[config.mk]
export PLATFORM = sky130hd
export DESIGN_NAME = fetch_unit
export DESIGN_NICKNAME = d
export VERILOG_FILES = /design/src/rtl/fetch_unit.sv
export SDC_FILE = /design/constraint.sdc
export NUM_CORES = 1
export LEC_CHECK = 0
export ABC_AREA = 1
export BUFFER_PORTS_ARGS = -buffer_cell sky130_fd_sc_hd__buf_2
export CORE_MARGIN = 2
export CORE_UTILIZATION = 45
export CTS_CLUSTER_DIAMETER = 50
export CTS_CLUSTER_SIZE = 12
export DETAILED_ROUTE_END_ITERATION = 10
export MAX_ROUTING_LAYER = met4
export PLACE_DENSITY = 0.82
export SKIP_LAST_GASP = 1
export SYNTH_ARGS = -nofsm -noshare
export SYNTH_HDL_FRONTEND = slang
export SYNTH_SLANG_ARGS = --single-unit
[constraint.sdc]
create_clock -name clk -period 4.32 [get_ports clk]
set_input_delay 0.216 -clock clk [delete_from_list [all_inputs] [get_ports clk]]
set_output_delay 0.216 -clock clk [all_outputs]
set_load 0.01 [all_outputs]
[src/rtl/fetch_unit.sv]
// Instruction-fetch stage: owns the PC, fetches over a req/ready handshake and holds the
// returned word for decode until the core retires it. Misaligned next PCs halt fetch.
module fetch_unit #(
    parameter int unsigned          XLEN     = 32,
    parameter logic [XLEN-1:0]      RESET_PC = '0
) (
    input  logic            clk,
    input  logic            reset_n,
    output logic            imem_req,
    output logic [XLEN-1:0] imem_addr,
    input  logic            imem_ready,
    input  logic [XLEN-1:0] imem_rdata,
    output logic [XLEN-1:0] instr,
    output logic            instr_valid,
    output logic [XLEN-1:0] pc,
    output logic [XLEN-1:0] pc_plus4,
    input  logic            retire,
    input  logic            PCSrc,
    input  logic            Jalr,
    input  logic [XLEN-1:0] PCTarget,
    input  logic [XLEN-1:0] ALUResult,
    output logic            fetch_fault
);

    localparam logic [1:0] IDLE  = 2'd0;
    localparam logic [1:0] FETCH = 2'd1;
    localparam logic [1:0] HOLD  = 2'd2;
    localparam logic [1:0] FAULT = 2'd3;

    localparam logic [XLEN-1:0] NOP = XLEN'(32'h0000_0013);

    logic [1:0]      state_q, state_d;
    logic [XLEN-1:0] pc_q, pc_d;
    logic [XLEN-1:0] instr_q, instr_d;
    logic [XLEN-1:0] next_pc;
    logic [XLEN-1:0] jalr_target;

    assign pc_plus4    = pc_q + XLEN'(4);
    assign jalr_target = ALUResult & ~XLEN'(1);

    // Jalr outranks PCSrc: a jalr also asserts PCSrc in the controller.
    assign next_pc = Jalr  ? jalr_target :
                     PCSrc ? PCTarget    :
                             pc_plus4;

    // NOTE: every variable written here gets a default first, so no path can infer a latch.
    always_comb begin
        state_d = state_q;
        pc_d    = pc_q;
        instr_d = instr_q;
        case (state_q)
            IDLE:  state_d = FETCH;
            FETCH: begin
                if (imem_ready) begin
                    instr_d = imem_rdata;
                    state_d = HOLD;
                end
            end
            HOLD: begin
                if (retire) begin
                    // The misaligned target is still loaded so a debugger can see it.
                    pc_d    = next_pc;
                    state_d = (next_pc[1:0] != 2'b00) ? FAULT : FETCH;
                end
            end
            FAULT:   state_d = FAULT;
            default: state_d = IDLE;
        endcase
    end

    // NOTE: sequential state uses non-blocking assignments so all flops update together.
    always_ff @(posedge clk) begin
        if (!reset_n) begin
            state_q <= IDLE;
            pc_q    <= RESET_PC;
            instr_q <= NOP;
        end else begin
            state_q <= state_d;
            pc_q    <= pc_d;
            instr_q <= instr_d;
        end
    end

    assign imem_req    = (state_q == FETCH);
    assign imem_addr   = pc_q;
    assign instr       = instr_q;
    assign instr_valid = (state_q == HOLD);
    assign pc          = pc_q;
    assign fetch_fault = (state_q == FAULT);

endmodule
==> reports/metrics.csv <==
metric,value,unit
Sequential Area,1320,sq um
Layout Skew,0.0104,ns
CTS Hold Bufs,0,
Initial DRC Count,215,
Post-Syn Nets,754,
clk sinks,66,
PD cells,298,nW/um^2
multi-input logic area,2200,sq um
grt total ovfl,0,
Pre-antenna DRT Iters,4,
Post-synth ARST share,0,%
# H-tree levels,3,
Final Worst Setup Slack,1.85,ns
cell area after synthesis,4090,sq um
Nets,934,
"Avg Cell Area, Syn",6.28,sq um
vias in the first global route,4264,
top_reg_cell synth,dfxtp_1,
TritonCTS buffer count,9,
Synth cell types,30,
Leak,2.66,nW
outcome,"complete, no violations",
FMAX,405,MHz
Setup CP Type,flip-flop to flip-flop,
CP Capture Type,flip-flop,
worst-path fanout max,35,
io pins,233,
post-synthesis sequential area ratio,32.3,%
Final Cycle Share,57.2,%
IO Port Bufs,231,
"CTS clk-pin slew, worst paths",0.08,ns
Post-DP Area,4970,sq um
Global Route Usage Sum,25.2,%
Routability Congestion,0.933,
minimum clock period,2.47,ns
"Core Util, Final",59.3,%
CTS root buffer,clkbuf_8,
placed cell count,928,
Remaining DRCs,0,
CP bufs+invs,3,
Die X,99.3,um
"antenna viol nets, final",0,
yosys warns,0,
Worst path slowest cell,inv_1,
Vias,4734,
max-cap violations,0,
Post-synth EDFFs,0,
initial core utilization,46.6,%
drt via density,5.01,
worst path cell trace,inv_1 -> nor2_1 -> inv_2 -> nor2_4 -> inv_1 -> a21oi_1 -> a21oi_1,
largest net degree at the start of global routing,60,
Finished Layout Cells,945,
Fillers,904,
share of cells above drive strength 1,32.1,%
CP top delay family,buffers and inverters,
Slew Limit Headroom,29.0,%
"top cells by area, synth","dfxtp_1 (32%), nand2_1 (17%), a21oi_1 (11%), nor2_1 (8.2%), buf_4 (6.2%)",
Min-Delay Path Class,input pin to flip-flop,
first-pass GRT wire length,19800,um
Die Y,99.3,um
CTS tree,yes,
Routed wire per std cell,13.2,um
Worst-Margin Slew,1.06,ns
Clock Latency Late Sink,0.34,ns
crit start category,flip-flop,
core footprint,8760,sq um
Yosys reg bits,66,
CTS max path bufs,2,
antenna violations before repair,1,
Max stage delay on crit path,0.68,ns
TNS Setup,0,ns
area fraction of the dominant cell type after synthesis,32.3,%
Cells after Synth,651,
Yosys top cell by area,dfxtp_1,
final slew viol count,0,
Reg2Reg Setup Slack,1.85,ns
row count,34,
post-CTS setup buffers,0,
top-count cell post-synth,nand2_1,
post-placement setup slack,1.87,ns
unrepaired setup endpoints after global routing,no,
final HPWL from detailed placement,9070,um
"Design Area, Final",5190,sq um
final setup vio count,0,
final wirelength,12500,um
die area,9860,sq um
maximum VDD drop,212,uV
crit path DAT,2.69,ns
hold violation count in the final report,0,
post-CTS sizing,0,
Required @ worst endpoint,4.54,ns
cell types with the highest counts after synthesis,"nand2_1 (181), a21oi_1 (92), nor2_1 (89), dfxtp_1 (66), o21ai_0 (50)",
Synth-to-Final Area Change,27.1,%
-- worst reg2reg max path: stages, from the launching register on --
cell and delay, ns:
dfxtp_1 0.38, inv_1 0.05, nor2_1 0.16, inv_2 0.07
nor2_4 0.57, inv_1 0.69, a21oi_1 0.35, a21oi_1 0.10
-- sequential cells by signal (all words and copies together) (netlist names) --
name / flops
instr: 32
imem_addr: 32
state_q: 2
-- worst paths after layout --
| check | startpoint | to | depth (start not counted) |
|---|---|---|---|
| worst min-delay path | imem_rdata[0] | instr[0] | 3 |
| worst max register to register | state_q[1] | imem_addr[12] | 7 |
| worst min register to register | instr[9] | instr[9] | 2 |
| worst max-delay path | state_q[1] | imem_addr[12] | 7 |
-- metrics by stage --
| step | total power [mW] | hold WS (ns) |
|---|---|---|
| 6_report | 1.55 | 0.0730 |
| 5_1_grt | 1.63 | 0.0507 |
| 4_1_cts | 1.56 | 0.0580 |
| 3_5_place_dp | 0.977 | 0.425 |
| 3_3_place_gp | 0.973 | 0.415 |
| 2_1_floorplan | 0.864 | 0.329 |
-- layer usage --
metal | wire length [um] | track usage [%]
met1 | 5370 | 31.0
met2 | 5940 | 41.4
met3 | 957 | 4.85
met4 | 193 | 8.75
met5 | 0 | -
-- cells by family after synthesis --
logic type               Yosys count  synth area share, %
XOR/XNOR                           8                 1.71
AND/OR/NAND/NOR                  325                 33.5
buffers and inverters            103                 13.8
flip-flops                        66                 32.3
adder cells (fa/ha/maj)            1                0.306
AO/OA/AOI/OAI                    148                 18.3
-- layout by cell type (no fill, tap or decap), types with 3 or more instances in the layout --
cell type,Yosys,routed
a21oi_1,92,92
buf_2,11,231
clkbuf_8,2,9
dfxtp_1,66,66
inv_1,37,37
nand2_1,181,181
nand2_2,3,3
nand3_1,31,31
nor2_1,89,89
nor2_2,4,4
nor2_4,8,8
o211ai_1,3,3
o21ai_0,50,50
o21ai_1,3,3
xnor2_1,4,4
xor2_1,4,4
-- power breakdown --
part           internal, mW  total, mW  switching, mW  leakage, nW
clock network         0.328      0.586          0.258        0.107
logic                 0.120      0.287          0.167         2.01
registers             0.641      0.676         0.0345        0.538
total                  1.09       1.55          0.460         2.66
-- area by class of cell --
| class | instances | share of cell area [%] |
|---|---|---|
| multi-input combinational | 482 | 42.4 |
| sequential | 66 | 25.4 |
| timing repair buffer | 233 | 22.5 |
| inverter | 39 | 2.82 |
| tap | 108 | 2.60 |
| clock buffer | 10 | 2.46 |
| clock inverter | 6 | 1.73 |
| antenna | 1 | 0.0482 |
Power figures use the tool's default switching activity.
